==> config.mk <==
export PLATFORM = sky130hd
export DESIGN_NAME = detect_frame_scheduler
export DESIGN_NICKNAME = d
export VERILOG_FILES = /design/src/rtl/detect_pkg.sv /design/src/rtl/frame_edge_detect.sv /design/src/rtl/detect_frame_scheduler.sv
export SDC_FILE = /design/constraint.sdc
export NUM_CORES = 1
export LEC_CHECK = 0
export ABC_AREA = 1
export BUFFER_PORTS_ARGS = -buffer_cell sky130_fd_sc_hd__buf_2
export CAP_MARGIN = 20
export CORE_ASPECT_RATIO = 0.5
export CORE_UTILIZATION = 45
export CTS_CLUSTER_SIZE = 12
export DETAILED_ROUTE_END_ITERATION = 7
export GPL_TIMING_DRIVEN = 1
export PLACE_DENSITY = 0.77
export RECOVER_POWER = 100
export REMOVE_ABC_BUFFERS = 1
export SLEW_MARGIN = 20
export SYNTH_ARGS = -nofsm -noshare
export SYNTH_HDL_FRONTEND = slang
export SYNTH_SLANG_ARGS = --single-unit
==> constraint.sdc <==
create_clock -name iCLK -period 5.6 [get_ports iCLK]
set_clock_uncertainty 0.2 [all_clocks]
set_input_delay 1.12 -clock iCLK [delete_from_list [all_inputs] [get_ports iCLK]]
set_output_delay 1.12 -clock iCLK [all_outputs]
set_load 0.03 [all_outputs]
==> src/rtl/detect_pkg.sv <==
// detect_pkg: shared FSM state encoding and hit-count width for the frame scheduler.
package detect_pkg;
  localparam int CW = 12;
  typedef enum logic [1:0] {IDLE = 2'd0, STORE = 2'd1, COMPARE = 2'd2, FLUSH = 2'd3} state_t;
endpackage

==> src/rtl/frame_edge_detect.sv <==
// frame_edge_detect: registers frame parity and flags any change of it.
module frame_edge_detect (
  input  logic clk,
  input  logic rst_n,
  input  logic par,
  output logic toggle
);
  logic par_q;
  assign toggle = par != par_q;
  always_ff @(posedge clk)
    par_q <= par;
endmodule

==> src/rtl/detect_frame_scheduler.sv <==
// detect_frame_scheduler: alternates store/compare frames through a FIFO and publishes per-frame hit verdicts.
module detect_frame_scheduler
  import detect_pkg::*;
#(
  parameter int SUBSAMPLE  = 4,
  parameter int X_OFFSET   = 1,
  parameter int ROW_PARITY = 0
) (
  input  logic          iCLK,
  input  logic          iRST,
  input  logic          iDVAL,
  input  logic [31:0]   iFrame_Cont,
  input  logic [9:0]    iX_Cont,
  input  logic [8:0]    iY_Cont,
  input  logic          iFifoEmpty,
  input  logic          iFifoFull,
  input  logic          iHit,
  input  logic [CW-1:0] iHitMin,
  output logic          oWrReq,
  output logic          oRdReq,
  output logic          oCmpValid,
  output logic [CW-1:0] oHitCount,
  output logic          oFrameDetect,
  output logic          oResultValid,
  output logic          oObjectActive,
  output logic          oOverflow,
  output logic          oUnderflow,
  output logic [1:0]    oState
);
  state_t state;
  logic toggle, sample, inc;
  logic [9:0] x_off;
  logic [CW-1:0] count, nxt;

  frame_edge_detect u_edge (.clk(iCLK), .rst_n(iRST), .par(iFrame_Cont[0]), .toggle(toggle));

  // x offset wraps modulo 2^10 before the decimation test
  assign x_off  = iX_Cont - 10'(X_OFFSET);
  assign sample = iDVAL & ((x_off & 10'(SUBSAMPLE - 1)) == '0) & (iY_Cont[0] == 1'(ROW_PARITY));
  assign oWrReq = (state == STORE) & sample & ~iFifoFull;
  assign oRdReq = (((state == COMPARE) & sample) | (state == FLUSH)) & ~iFifoEmpty;
  assign inc    = oCmpValid & iHit & ~&count;
  assign nxt    = count + CW'(inc);
  assign oObjectActive = (state == COMPARE) & (count >= iHitMin);
  assign oState = state;

  always_ff @(posedge iCLK) begin
    if (!iRST) begin
      state        <= IDLE;
      count        <= '0;
      oHitCount    <= '0;
      oFrameDetect <= 1'b0;
      oResultValid <= 1'b0;
      oCmpValid    <= 1'b0;
      oOverflow    <= 1'b0;
      oUnderflow   <= 1'b0;
    end else begin
      oCmpValid    <= (state == COMPARE) & oRdReq;
      oResultValid <= 1'b0;
      count        <= nxt;
      oOverflow    <= toggle ? 1'b0 : oOverflow | ((state == STORE) & sample & iFifoFull);
      oUnderflow   <= toggle ? 1'b0 : oUnderflow | ((state == COMPARE) & sample & iFifoEmpty);
      case (state)
        IDLE:    if (toggle & iFrame_Cont[0]) state <= iFifoEmpty ? STORE : FLUSH;
        STORE:   if (toggle) begin
          state <= COMPARE;
          count <= '0;
        end
        COMPARE: if (toggle) begin
          state        <= iFifoEmpty ? STORE : FLUSH;
          oHitCount    <= nxt;
          oFrameDetect <= (nxt >= iHitMin) & ~oUnderflow;
          oResultValid <= 1'b1;
        end
        FLUSH:   if (iFifoEmpty) state <= IDLE;
      endcase
    end
  end
endmodule

After elaboration in Yosys (flattened, before gate mapping)
Index checks and enable logic that the tools add are counted.
- add/sub/neg operators: 2
- $lt $le $gt $ge: 2
- equal/unequal tests: 8
- muxes and demuxes: 9
- bitwise gates (word level): 22
- reduce and logical (&&, ||, !) cells: 8
- operator list (cell ; number):
    >= comparator 12 bit ; 2
    2-to-1 mux 12 bit ; 2
    bitwise AND 1 bit ; 14
    adder 12 x 1 -> 12 bit ; 1
    AND reduction 12 bit ; 1
    zero test 10 bit ; 1
    2-to-1 mux 2 bit ; 5
    != test 2 bit (second input constant) ; 4
    one-hot mux 2 bit (4 select lines) ; 1
    NOT 1 bit ; 5
    == test 2 bit (second input constant) ; 2
    AND reduction 2 bit ; 2
    AND reduction 4 bit ; 1
    bitwise OR 1 bit ; 3
    == test 2 x 1 -> 1 bit (second input constant) ; 1
    zero test 2 bit ; 1
    OR reduction 2 bit ; 1
    subtractor 2 x 1 -> 2 bit (second input constant) ; 1
    zero test 1 bit ; 1
    2-to-1 mux 1 bit ; 1
    != test 1 bit ; 1
- register bits: 32

Depth between registers and ports, before layout
Gate-level depths: netlist (run 1).
- depth after elaboration: 8
- mapped depth: 21
- gate-level depth less buffers: 21

By module
Synthesis (run 1) repeated with hierarchy kept, for this count alone.
- cell total of the unflattened synthesis: 284
- area, all modules: 2057.0 um^2
- by module, submodules not included (module ; instances ; cells each ; area an instance (um^2)):
    detect_frame_scheduler ; 1 ; 278 ; 2018.2
    frame_edge_detect ; 1 ; 6 ; 38.8

Worst setup path after synthesis (run 1)
Ideal clock, no wire load.
- path type: input to output
- from: input iHitMin[11]
- to: output oObjectActive
- data arrival time: 2.115 ns
- data required time: 4.280 ns
- setup slack: 2.165 ns
- stages on the path: 9
- buffers on the path: 0
- cells stage by stage: inv_1 -> ha_1 -> nand2_1 -> nor2_1 -> and2_1 -> nand2_1 -> nand4_1 -> nand2_1 -> inv_1
- word-level cells in the longest chain between the ends: 2
- ends and longest elaborated chain (what ; RTL line ; RTL):
    start, declared ; detect_frame_scheduler.sv:18 ; input logic [CW-1:0] iHitMin,
    >= comparator 12 bit ; detect_frame_scheduler.sv:44 ; assign oObjectActive = (state == COMPARE) & (count >= iHitMin);
    bitwise AND 1 bit ; detect_frame_scheduler.sv:44 ;
    end, declared ; detect_frame_scheduler.sv:25 ; output logic oObjectActive,
Every way passes these cells.

Worst setup path after layout (run 1)
Same ends and word-level chain as after synthesis.

==> results.md, run 1 <==
- CTS placed an instance of sky130_fd_sc_hd__clkbuf_8 at the clock tree root.
- The leakage power of the design is 0.001175 µW.
- just over 90 I/O pins were placed.
- In the routed layout, each cell is associated on average with a via count of roughly 5.
- For this design, the sink count on the clock tree is 32.
- The number of buffers created by CTS is 5.
- The maximum fanout encountered on the critical timing path is 3.
- The routed wire length per instance is ~12 µm.
- The signal on the critical path passes through buf_2 > inv_1 > ha_1 > nand2_1 > nor2_1 > and2_1 > nand2_1 > nand4_1 > nand2_1 > inv_1 > clkbuf_1.
- The run finished with clean final reports.
- The post-synthesis sequential area ratio is 0.3186.
- The number of detailed-route iterations in the first pass is 4.
- The internal reg-to-reg setup slack is ~2100 ps.
- After clock tree synthesis, the setup repair step added 0 buffers.
- The startpoint kind of the worst setup timing path is an input pin.
- The violation count after the first detailed-route iteration is 96.
- The count of final max-slew check failures is 0.
- Of the post-synthesis cell area, the dominant cell type holds 0.3186.
- The synthesized netlist occupies a cell area of 2011 µm².
- The number of antenna violations at the first check in global routing is 0.
- The async set or reset register ratio after synthesis is 0.
- The cell at the slowest stage of the critical path is sky130_fd_sc_hd__clkbuf_1.
- The highest ir drop seen on vdd is 0.1803 mV.
- For the final routed database, the setup TNS stands at 0 ps.
- The number of gates resized after CTS was 0.
- For this run, design rule violations remaining after detail routing come to 0.
- The die covers 4756 µm².
- The die outline height is 49.27 µm.
- The mean instance size in the synthesized netlist is 7.447 µm².
- The cell with the most instances on the worst path is sky130_fd_sc_hd__nand2_1.
- The worst endpoint required time is 4280 ps.
- The detail route stage leaves a number of antenna-violating nets equal to 0.
- Summed over all nets, the half-perimeter wirelength after detailed placement is 3684 µm.
- The cell family contributing the most delay on the critical path is simple AND/OR/NAND/NOR gates.
- At the end of the flow, the number of nets in the layout was 413.
- Registers take 640.6 µm².
- The starting density of the core is 0.4923.
- Buffers inserted to repair hold after CTS numbered 0.
- The slew of the pin with the lowest slew margin is about 1300 ps.
- After floorplanning, the core was sized to cover about 4000 µm².
- The H-tree depth is 2.
- The clock reaches the later pin of the worst-skew pair after 290 ps.
- After filler insertion, the fill cell instance count of the layout stands at 398.
- The count of buffering cells on the critical path with inverters included is 4.
- The die is about 97 µm wide.
- The library cell occupying the most area in the post-synthesis netlist is sky130_fd_sc_hd__dfxtp_1.
- The number of placed instances, taps included is 364.
- Setup repair after global routing left no endpoint under its margin.
- The worst pin sits at a relative slew slack of 0.1464.
- At the end of routability-driven placement, the weighted congestion stood at 0.8617.
- Ranked by instance count, the synthesized netlist is headed by sky130_fd_sc_hd__inv_1 (47), sky130_fd_sc_hd__nand2_1 (44), sky130_fd_sc_hd__dfxtp_1 (32), sky130_fd_sc_hd__ha_1 (27), sky130_fd_sc_hd__nor2_1 (27).
- The number of enable flip-flop cells after synthesis is 0.
- Port buffering added 43 buffers.
- Max-cap violations in this run came to 0.
- The cell count after synthesis is 270.
- The first-pass GRT wire length is 8038 µm.
- The area growth from synthesis to layout is 15.56%.
- The antenna diode count is 0.
- The total count of hold-check failures in the final report is 0.
- The total number of vias is ~1900.
- The number of global-route vias before repair is 1818.
- The pin count of the biggest net entering global routing is 21.
- The clock input transition at the sequential cells of the worst setup and hold paths is 70 ps.
- The worst hold path belongs to the class reg2reg.
- For this run, the total global-route usage over all layers was measured as 0.2245.
- The endpoint class of the critical path is a primary output.
- The dominant synthesized flop cell is sky130_fd_sc_hd__dfxtp_1.
- The final wirelength is approximately 4600 µm.
- The delay of the slowest cell on the worst path is approximately 300 ps.
- The kind of critical path is in2out.
- During synthesis, Yosys emitted a total of 0 warnings.
- Counting flops and latches in the post-synthesis netlist gives 32.
- The ratio of final minimum period to clock period is 0.6909.
- The dominant cell by count in the synthesized netlist is sky130_fd_sc_hd__inv_1.
- Sorting the synthesized cells by area gives the leading types as sky130_fd_sc_hd__dfxtp_1 (32%), sky130_fd_sc_hd__ha_1 (17%), sky130_fd_sc_hd__inv_1 (8.8%).
- TritonCTS built the clock tree.
- Setup violations remaining at the end of the flow were counted as 0.
- The number of core rows is 16.
- The maximum clock rate is approximately 260 MHz.
- The areal power density over the cells is 291.7 nW/µm².
- The overall overflow remaining after global route is 0.
- Counting I/O delays and the setup requirement, the final critical path takes around 3900 ps.
- Data on the critical path arrives at its endpoint at 2550 ps.
- The clock passes through at most 2 buffers.
- The number of different library cells used by synthesis comes to 29.
- The non-filler instance count after layout is 372.
- The footprint of the multi-input gates is 1136 µm².
- The share of cells above drive strength 1 is 0.1352.
[path summary, 6_finish.rpt]
| path | cells after the start | startpoint | end |
|---|---|---|---|
| max | 11 | iHitMin[11] | oObjectActive |
| min | 2 | oFrameDetect$_SDFFE_PN0P_ | oFrameDetect$_SDFFE_PN0P_ |
| max reg2reg | 21 | count[5]$_SDFF_PN0_ | oFrameDetect$_SDFFE_PN0P_ |
| min reg2reg | 2 | oFrameDetect$_SDFFE_PN0P_ | oFrameDetect$_SDFFE_PN0P_ |
[sequential cells by signal, summed over array words and instances (netlist names)]
name,cells
oState,2
oFrameDetect,1
oOverflow,1
oCmpValid,1
oHitCount,12
count,12
oUnderflow,1
oResultValid,1
u_edge.par_q,1
[cells in the final DEF (no fill, tap or decap), types with 2 or more instances in the layout]
master,instances
sky130_fd_sc_hd__nor3_1,2
sky130_fd_sc_hd__inv_2,2
sky130_fd_sc_hd__nand4_1,4
sky130_fd_sc_hd__nand3_1,7
sky130_fd_sc_hd__o21ai_0,18
sky130_fd_sc_hd__nor3_2,2
sky130_fd_sc_hd__nand2_2,5
sky130_fd_sc_hd__o21bai_1,4
sky130_fd_sc_hd__nand2_1,44
sky130_fd_sc_hd__clkbuf_8,5
sky130_fd_sc_hd__o21ai_1,2
sky130_fd_sc_hd__nor2_1,30
sky130_fd_sc_hd__xnor2_1,2
sky130_fd_sc_hd__nor2_2,3
sky130_fd_sc_hd__clkbuf_1,23
sky130_fd_sc_hd__and2_1,2
sky130_fd_sc_hd__inv_1,47
sky130_fd_sc_hd__xor2_1,6
sky130_fd_sc_hd__a21oi_1,21
sky130_fd_sc_hd__buf_2,21
sky130_fd_sc_hd__dfxtp_1,32
sky130_fd_sc_hd__ha_1,27
[routing by layer]
metal,share of wire,GRT usage,routed length (µm),vias to the layer above
li1,-,-,-,958
met1,0.45,0.2850,2095,850
met2,0.46,0.3615,2109,58
met3,0.065,0.04673,299,14
met4,0.023,0.1078,107,0
met5,0,0,0,-
[cell families (layout without fill, tap and decap cells)]
group,count (synthesis),in the layout,synth area share
compound gates,50,50,0.1406
flops,32,32,0.3186
simple gates,101,101,0.2296
xor+xnor,8,8,0.03858
buf+inv,52,100,0.1045
fa+ha+maj,27,27,0.1680
[worst register-to-register path: cells and delay by family (launching register included)]
kind            cells  cell delay [ps]
compound gates      2              280
xor+xnor            1              260
fa+ha+maj           3              690
buf+inv             3              220
flops               1              410
simple gates       12             1310
[report_power, final]
part	internal (µW)	switching, µW
Clock	132	87.6
Combinational	49.4	137
Sequential	254	17.5
Total	436	242
[stage by stage]
| stage | instance area [µm²] | hold slack, ps | total power [µW] | setup slack, ps | utilization |
|---|---|---|---|---|---|
| after global placement | 2267 | 245.7 | 467.7 | 1853 | 0.5551 |
| after global routing | 2323 | 305.8 | 715.6 | 1590 | 0.5689 |
| after detailed placement | 2267 | 255.8 | 475.5 | 1816 | 0.5551 |
| final | 2323 | 268.4 | 677.7 | 1731 | 0.5689 |
| after floorplan | 1984 | 319.3 | 417.1 | 2165 | - |
| after CTS | 2375 | 266.6 | 693.6 | 1829 | 0.5815 |
[layout make-up]
class,instances,share of cell area
multi-input combinational,186,0.4890
sequential,32,0.2757
timing repair buffer,43,0.08078
inverter,49,0.07916
clock buffer,6,0.03123
tap,54,0.02908
clock inverter,2,0.01508
No activity file was read; power rests on OpenSTA's default activity.
==> run 2: changes to the inputs <==
--- a/config.mk
+++ b/config.mk
@@ -9,7 +9,7 @@
 export BUFFER_PORTS_ARGS = -buffer_cell sky130_fd_sc_hd__buf_2
 export CAP_MARGIN = 20
 export CORE_ASPECT_RATIO = 0.5
-export CORE_UTILIZATION = 45
+export CORE_UTILIZATION = 43
 export CTS_CLUSTER_SIZE = 12
 export DETAILED_ROUTE_END_ITERATION = 7
 export GPL_TIMING_DRIVEN = 1
==> constraint.sdc (replaced) <==
create_clock -name iCLK -period 3.55 [get_ports iCLK]
set_clock_uncertainty 0.2 [all_clocks]
set_input_delay 0.71 -clock iCLK [delete_from_list [all_inputs] [get_ports iCLK]]
set_output_delay 0.71 -clock iCLK [all_outputs]
set_load 0.03 [all_outputs]
==> run 2 against run 1 <==
Against the previous run: worst hold slack got worse by 1.2 ps; design area grew 1.9%; die area grew 4.5%; register-to-register slack got worse by 1800 ps; highest routed layer unchanged.
==> results.md, run 2 (synthesis results as in run 1) <==
- The critical path in this run is classified as reg2reg.
- The area used by sequential logic in the layout came to 644.4 µm² (+0.59%).
- The switching share of power was 0.3562 (-0.0006056).
- The die outline height is 50.36 µm (+2.2%).
- The switching component of the power is 380.2 µW (+57%).
- For this run, the top clock speed supported by timing is between 300 and 400 MHz.
- The startpoint identified for the worst hold timing path is oFrameDetect$_SDFFE_PN0P_.
- The endpoint identified for the worst register-to-register timing path is oFrameDetect$_SDFFE_PN0P_.
- The worst hold slack was 267.2 ps (-1.184 ps).
- In this run the critical register-to-register path is launched from count[4]$_SDFF_PN0_.
- The antenna diode count is 0 (unchanged).
- The clock input transition at the sequential cells of the worst setup and hold paths is 70 ps (about the same).
- The areal power density over the cells is 450.8 nW/µm² (+55%).
- The count of final setup violators is 0 (unchanged).
- Leaving out fill and tap cells, the most frequent cell in the layout is sky130_fd_sc_hd__inv_1.
- The H-tree depth is 2 (unchanged).
- The share of cells above drive strength 1 is 0.1599 (+0.02465).
- The final wirelength is 4660 µm (+1.1%).
- The total number of vias is 1890 (+0.53%).
- The worst slew slack as a fraction of its limit is 0.1144 (-0.03197).
- The slew of the pin with the lowest slew margin was 1314 ps (+47.45 ps).
- In this run the clock root is driven by a sky130_fd_sc_hd__clkbuf_8.
- The starting density of the core is 0.4523 (-0.04005).
- The overall overflow remaining after global route was 0 (unchanged).
- The library cells used most frequently in the layout, excluding fill and tap cells, are sky130_fd_sc_hd__inv_1 (47), sky130_fd_sc_hd__nand2_1 (44), sky130_fd_sc_hd__dfxtp_1 (29).
- The number of sinks handled by clock tree synthesis was 32 (unchanged).
- The deepest clock path buffer count came to 2 (unchanged).
- The full die area is 4970 µm² (+4.5%).
- The violation count after the first detailed-route iteration is 101 (+5.2%).
- The quantity of hold-fixing buffers added after cts is 0 (unchanged).
- The worst endpoint required time is 3580 ps (-700 ps).
- The filler cell count is 407 (+2.3%).
- The count of final max-slew check failures came to 0 (unchanged).
- TritonCTS built the clock tree.
- Setup repair after global routing left no endpoint under its margin.
- The number of buffers created by CTS came to 5 (unchanged).
- The vias per cell is 5.027 (-0.54%).
- The run finished with clean final reports.
- The post-detailed-placement half-perimeter wirelength came to 3654 µm (-0.82%).
- The ratio of final minimum period to clock period is 0.9119.
- The number of core rows is 17 (+1).
- The total count of hold-check failures in the final report is 0 (unchanged).
- The critical path data arrival time is 3260 ps (+710 ps).
- The number of global-route vias before repair was 1735 (-4.6%).
- The max-cap check violation count came to 0 (unchanged).
- Relative to the synthesized area, the layout overhead comes to 17.73%.
- The worst setup path is launched from a flop.
- The number of detailed-route iterations in the first pass is 4 (unchanged).
- The number of nets in the final layout is 414 (+0.24%).
- The routed wire length per instance is 12.39 µm (about the same).
- The pin count of the biggest net entering global routing was 21 (unchanged).
- The source-to-sink clock delay at the later pin of the worst-skew pair is 290 ps (about the same).
- The clock period minus worst slack is 3237 ps.
- The overall global routing resource usage is 0.2002 (-0.02428).
- The worst setup path endpoint is oFrameDetect$_SDFFE_PN0P_.
- The footprint of the multi-input gates is 1166 µm² (+2.6%).
- The internal power of the cells is 687.0 µW (+58%).
- The internal reg-to-reg setup slack is 310 ps (-1820 ps).
- The residual antenna-violating net count after detailed routing is 0 (unchanged).
- The combinational power share came to 0.277 (+0.002).
- The area of the core was 4446 µm² (+8.9%).
- The clock power share is 0.321 (-0.003).
- The sequential share of power is 0.402 (about the same).
- The number of buffer cells added on primary ports is 43 (unchanged).
- The die span in x came to 98.71 µm (+2.3%).
- The highest ir drop seen on vdd is 0.4215 mV (+130%).
- The number of antenna violations at the first check in global routing is 0 (unchanged).
- The DRC violations left is 0 (unchanged).
- The maximum fanout encountered on the critical timing path came to 4 (+1).
- The first-pass GRT wire length is 7652 µm (-4.8%).
- The leakage power of the design is 0.001188 µW (+1.1%).
- The worst-case reg-to-reg path depth is 21 (unchanged).
- The setup TNS after final layout was 0 ps (unchanged).
- The most critical setup path has its startpoint at count[4]$_SDFF_PN0_.
- The classification of the worst-slack hold path is reg2reg.
- The top-level I/O count came to 91 (unchanged).
- The global placement routability congestion is 0.8234 (-4.4%).
- The endpoint class of the critical path is a flop.
[run 2: metal layers]
layer	vias to the layer above	wire length (µm)	share of wire	global-route usage
met5	-	0	0	0
met1	882	2219	0.48	0.2481
met2	32	2205	0.47	0.3392
met3	10	151	0.032	0.04875
li1	966	-	-	-
met4	0	83	0.018	0.08209
[run 2: stage by stage]
step / utilization / total power [µW] / cells / cell area (µm²) / setup WS [ps]
floorplan: - / 658.0 / 267 / 1984 / 663.5
global placement: 0.5108 / 737.9 / 367 / 2271 / 226.1
detailed placement: 0.5108 / 750.9 / 367 / 2271 / 180.5
CTS: 0.5350 / 1090 / 375 / 2379 / 171.2
global route: 0.5325 / 1124 / 376 / 2367 / 33.66
finish: 0.5325 / 1067 / 376 / 2367 / 312.9
[run 2: repair_timing]
action / 4_1_cts / 5_1_grt
setup buffers: 0 / 1
resized for setup: 0 / 6
setup endpoints to repair: 0 / 1
[run 2: area by class of cell]
cell class | instances | area share
Multi-Input combinational cell | 186 | 0.4926
Sequential cell | 32 | 0.2722
Timing Repair Buffer | 44 | 0.08192
Inverter | 49 | 0.07770
Clock buffer | 6 | 0.03066
Tap cell | 57 | 0.03013
Clock inverter | 2 | 0.01480
[run 2: critical path, stage by stage (launching register included)]
cell,delay (ps)
sky130_fd_sc_hd__dfxtp_2,370
sky130_fd_sc_hd__nand2_1,130
sky130_fd_sc_hd__nor2_4,160
sky130_fd_sc_hd__nand2_1,70
sky130_fd_sc_hd__o211ai_1,170
sky130_fd_sc_hd__inv_1,60
sky130_fd_sc_hd__ha_1,200
sky130_fd_sc_hd__ha_1,210
sky130_fd_sc_hd__inv_1,110
sky130_fd_sc_hd__nor2_2,80
sky130_fd_sc_hd__nand4_1,150
sky130_fd_sc_hd__xor2_2,180
sky130_fd_sc_hd__inv_1,60
sky130_fd_sc_hd__ha_1,270
sky130_fd_sc_hd__nand2_1,70
sky130_fd_sc_hd__nor2_1,140
sky130_fd_sc_hd__nand2_1,100
sky130_fd_sc_hd__nor2_1,90
sky130_fd_sc_hd__nand2_1,60
sky130_fd_sc_hd__nand2_1,110
sky130_fd_sc_hd__nand2_1,60
sky130_fd_sc_hd__a21oi_1,110
[run 2: worst min-delay path by stage]
| stage | depth (start not counted) | to | slack, ps |
|---|---|---|---|
| 6_report | 2 | oFrameDetect$_SDFFE_PN0P_ | 270 |
| 5_1_grt | 2 | oFrameDetect$_SDFFE_PN0P_ | 320 |
| 4_1_cts | 2 | oFrameDetect$_SDFFE_PN0P_ | 270 |
| 3_5_place_dp | 2 | oOverflow$_SDFF_PP0_ | 260 |
| 3_3_place_gp | 2 | oOverflow$_SDFF_PP0_ | 250 |
| 2_1_floorplan | 2 | count[9]$_SDFF_PN0_ | 320 |
[run 2: power groups by stage]
stage                     sequential (µW)  combinational [µW]  clock [µW]
final                                 429                 296         342
after floorplan                       515                 143           0
after detailed placement              436                 315           0
after CTS                             428                 317         345
after global placement                433                 305           0
after global routing                  434                 325         364
==> run 3: changes to the inputs <==
--- a/config.mk
+++ b/config.mk
@@ -10,12 +10,13 @@
 export CAP_MARGIN = 20
 export CORE_ASPECT_RATIO = 0.5
 export CORE_UTILIZATION = 43
+export CTS_CLUSTER_DIAMETER = 120
 export CTS_CLUSTER_SIZE = 12
 export DETAILED_ROUTE_END_ITERATION = 7
 export GPL_TIMING_DRIVEN = 1
+export HOLD_SLACK_MARGIN = 0.03
 export PLACE_DENSITY = 0.77
 export RECOVER_POWER = 100
-export REMOVE_ABC_BUFFERS = 1
 export SLEW_MARGIN = 20
 export SYNTH_ARGS = -nofsm -noshare
 export SYNTH_HDL_FRONTEND = slang
==> run 3 against run 2 <==
Against the previous run: core utilization fell by 1.6 points; sequential power barely moved; combinational power barely moved; cell count fell by 0.80%; global-route usage shrank 0.69 points; first-iteration DRC count is 7.9% lower; worst hold slack improved by 3.1 ps; register-to-register slack got worse by 40 ps; via count is 2.3% lower.
==> results.md, run 3 (synthesis results as in run 1) <==
- The flow ran to the end, and the final reports show no timing, DRC or antenna violations.
- The combinational power share is 0.306 (+0.029).
- The number of placed instances, taps included is 368 (+0.27%).
- The clock power share is 0.248 (-0.073).
- TritonCTS built the clock tree.
- The H-tree depth was 2 (unchanged).
- The worst hold slack is 270.2 ps (+3.054 ps).
- The deepest clock path buffer count is 2 (unchanged).
- The buffer cell driving the clock tree root is sky130_fd_sc_hd__clkbuf_8.
- The sequential share of power came to 0.447 (+0.045).
- The global placement routability congestion is 0.8833 (+7.3%).
- The slew of the pin with the lowest slew margin was 1071 ps (-243.6 ps).
- The most common cell after layout, fill and taps aside is sky130_fd_sc_hd__inv_1.
- Tracing the worst setup path back leads to its startpoint at count[4]$_SDFF_PN0_.
- The count of final max-slew check failures is 0 (unchanged).
- The total number of vias is 1846 (-2.3%).
- The maximum fanout encountered on the critical timing path came to 4 (unchanged).
- The internal power of the cells is 606.1 µW (-12%).
- The post-detailed-placement half-perimeter wirelength was 3624 µm (-0.82%).
- The violation count after the first detailed-route iteration is 93 (-7.9%).
- The worst endpoint required time came to 3560 ps (-20 ps).
- The overall overflow remaining after global route is 0 (unchanged).
- The residual antenna-violating net count after detailed routing was 0 (unchanged).
- The number of core rows came to 17 (unchanged).
- STA classifies the critical path endpoint as a flop.
- Traced cell by cell, the critical path runs through nand2_1 > nor2_2 > nand2_1 > o211ai_1 > inv_1 > ha_1 > ha_1 > inv_1 > nor2_1 > nand4_1 > xor2_2 > inv_1 > ha_1 > nand2_1 > nor2_1 > nand2_1 > nor2_1 > nand2_1 > nand2_1 > nand2_1 > a21oi_1.
- The number of buffer cells added on primary ports is 43 (unchanged).
- The die span in x was 98.71 µm (unchanged).
- The worst reg2reg path startpoint is count[4]$_SDFF_PN0_.
- The full die area is 4970 µm² (unchanged).
- The first-pass GRT wire length is 7534 µm (-1.5%).
- The non-filler instance count after layout came to 373 (-0.80%).
- The switching share of power is 0.3701 (+0.01383).
- The routed wire length per instance is 12.03 µm (-3.0%).
- The post-route worst setup slack was 271.0 ps (-41.95 ps).
- The worst slew slack as a fraction of its limit was 0.2834 (+0.1690).
- The starting density of the core is 0.4523 (unchanged).
- The antenna diode count was 0 (unchanged).
- The number of detailed-route iterations in the first pass came to 4 (unchanged).
- The slowest stage of the critical path belongs to the cell sky130_fd_sc_hd__dfxtp_1.
- The maximum clock rate is 305.0 MHz (-1.3%).
- The number of global-route vias before repair is 1779 (+2.5%).
- The number of sinks handled by clock tree synthesis is 32 (unchanged).
- The setup TNS after final layout was 0 ps (unchanged).
- The kind of critical path is reg2reg.
- The total count of hold-check failures in the final report is 0 (unchanged).
- The startpoint of the most critical hold path is oOverflow$_SDFF_PP0_.
- The max-cap check violation count was 0 (unchanged).
- The classification of the worst-slack hold path is reg2reg.
- The delay of the slowest cell on the worst path came to 410 ps (+40 ps).
- The switching component of the power came to 356.1 µW (-6.3%).
- The clock period minus worst slack is 3279 ps (+41.95 ps).
- The source-to-sink clock delay at the later pin of the worst-skew pair came to 270 ps (-20 ps).
- The leakage power of the design was 0.001164 µW (-2.0%).
- The DRC violations left is 0 (unchanged).
- The critical path data arrival time is 3290 ps (+30 ps).
- The vias per cell is 4.949 (-1.5%).
- The number of buffers created by CTS is 5 (unchanged).
- The pre-CTS setup slack came to 227.3 ps (+46.86 ps).
- Setup repair after global routing left no endpoint under its margin.
- The kind of cell with the highest combined delay on the critical path is simple AND/OR/NAND/NOR gates.
- The startpoint kind of the worst setup timing path is a flop.
- The highest ir drop seen on vdd was 0.3718 mV (-12%).
- The final wirelength is 4486 µm (-3.7%).
- The ratio of final minimum period to clock period was 0.9237 (+0.01182).
- The pin count of the biggest net entering global routing is 21 (unchanged).
- The area of the core is 4446 µm² (unchanged).
- The count of buffering cells on the critical path with inverters included is 3 (unchanged).
- Leaving out fill and tap cells, the most frequent cells in the layout are sky130_fd_sc_hd__inv_1 (47), sky130_fd_sc_hd__nand2_1 (46), sky130_fd_sc_hd__dfxtp_1 (32).
- The areal power density over the cells was 419.3 nW/µm² (-7.0%).
- The cell with the most instances on the worst path is sky130_fd_sc_hd__nand2_1.
- The count of final setup violators is 0 (unchanged).
- The number of nets produced by synthesis is roughly 370.
- The top-level I/O count is 91 (unchanged).
- The overall global routing resource usage was 0.1934 (-0.006858).
- The share of cells above drive strength 1 is 0.1266 (-0.03329).
- The clock input transition at the sequential cells of the worst setup and hold paths was 60 ps (about the same).
- The number of antenna violations at the first check in global routing is 0 (unchanged).
- The area growth from synthesis to layout is 14.13%.
- The number of nets in the final layout was 414 (unchanged).
- The die outline height came to 50.36 µm (unchanged).
## run 3: changes by cell type in the layout (fill, tap and decap cells not counted), moves of 2 or more
| cell | change |
|---|---|
| sky130_fd_sc_hd__nand2_1 | +2 |
| sky130_fd_sc_hd__dfxtp_1 | +3 |
| sky130_fd_sc_hd__dfxtp_2 | -3 |
| sky130_fd_sc_hd__nor2_4 | -2 |
| sky130_fd_sc_hd__nor3_2 | -2 |
| sky130_fd_sc_hd__nand2_2 | -2 |
| sky130_fd_sc_hd__nor2_1 | +2 |
| sky130_fd_sc_hd__nor3_1 | +2 |
## run 3: timing repair
action | CTS | global route
gates resized for setup | 0 | 2
setup endpoints to repair | 0 | 1
setup buffers | 0 | 0
hold buffers | 0 | 0
## run 3: through the flow
stage / total power (µW) / area (µm²) / util
global route: 1021 / 2295 / 0.5162
CTS: 985.4 / 2347 / 0.5280
detailed placement: 748.0 / 2278 / 0.5125
finish: 962.2 / 2295 / 0.5162
global placement: 738.4 / 2278 / 0.5125
floorplan: 671.4 / 2011 / -
## run 3: path summary, 6_finish.rpt
path	endpoint	slack (ps)	cells past startpoint
max	oFrameDetect$_SDFFE_PN0P_	270	21
min	oOverflow$_SDFF_PP0_	270	2
max reg2reg	oFrameDetect$_SDFFE_PN0P_	270	21
min reg2reg	oOverflow$_SDFF_PP0_	270	2
## run 3: area by class of cell
type / count / area (µm²)
timing repair buffer: 44 / 190.2
multi-input combinational: 186 / 1140
tap: 57 / 71.32
sequential: 32 / 640.6
inverter: 49 / 183.9
fill: 422 / 2151
clock buffer: 5 / 68.82
## run 3: metal layers
| layer | up-vias | GRT usage | wire (µm) |
|---|---|---|---|
| met5 | - | 0 | 0 |
| met1 | 837 | 0.2479 | 2276 |
| met2 | 47 | 0.3239 | 2016 |
| met4 | 0 | 0.06716 | 19 |
| li1 | 958 | - | - |
| met3 | 4 | 0.04457 | 174 |
## run 3: tightest hold or removal path: stages, from the launching register on
cell	delay [ps]
sky130_fd_sc_hd__dfxtp_1	330
sky130_fd_sc_hd__a21oi_1	40
sky130_fd_sc_hd__nor2_1	70
## run 3: power groups by stage
stage / clock (µW) / combinational (µW) / sequential, µW
final: 238 / 294 / 430
after global routing: 259 / 328 / 434
after CTS: 243 / 314 / 429
after detailed placement: 0 / 311 / 437
after global placement: 0 / 304 / 434
after floorplan: 0 / 156 / 515
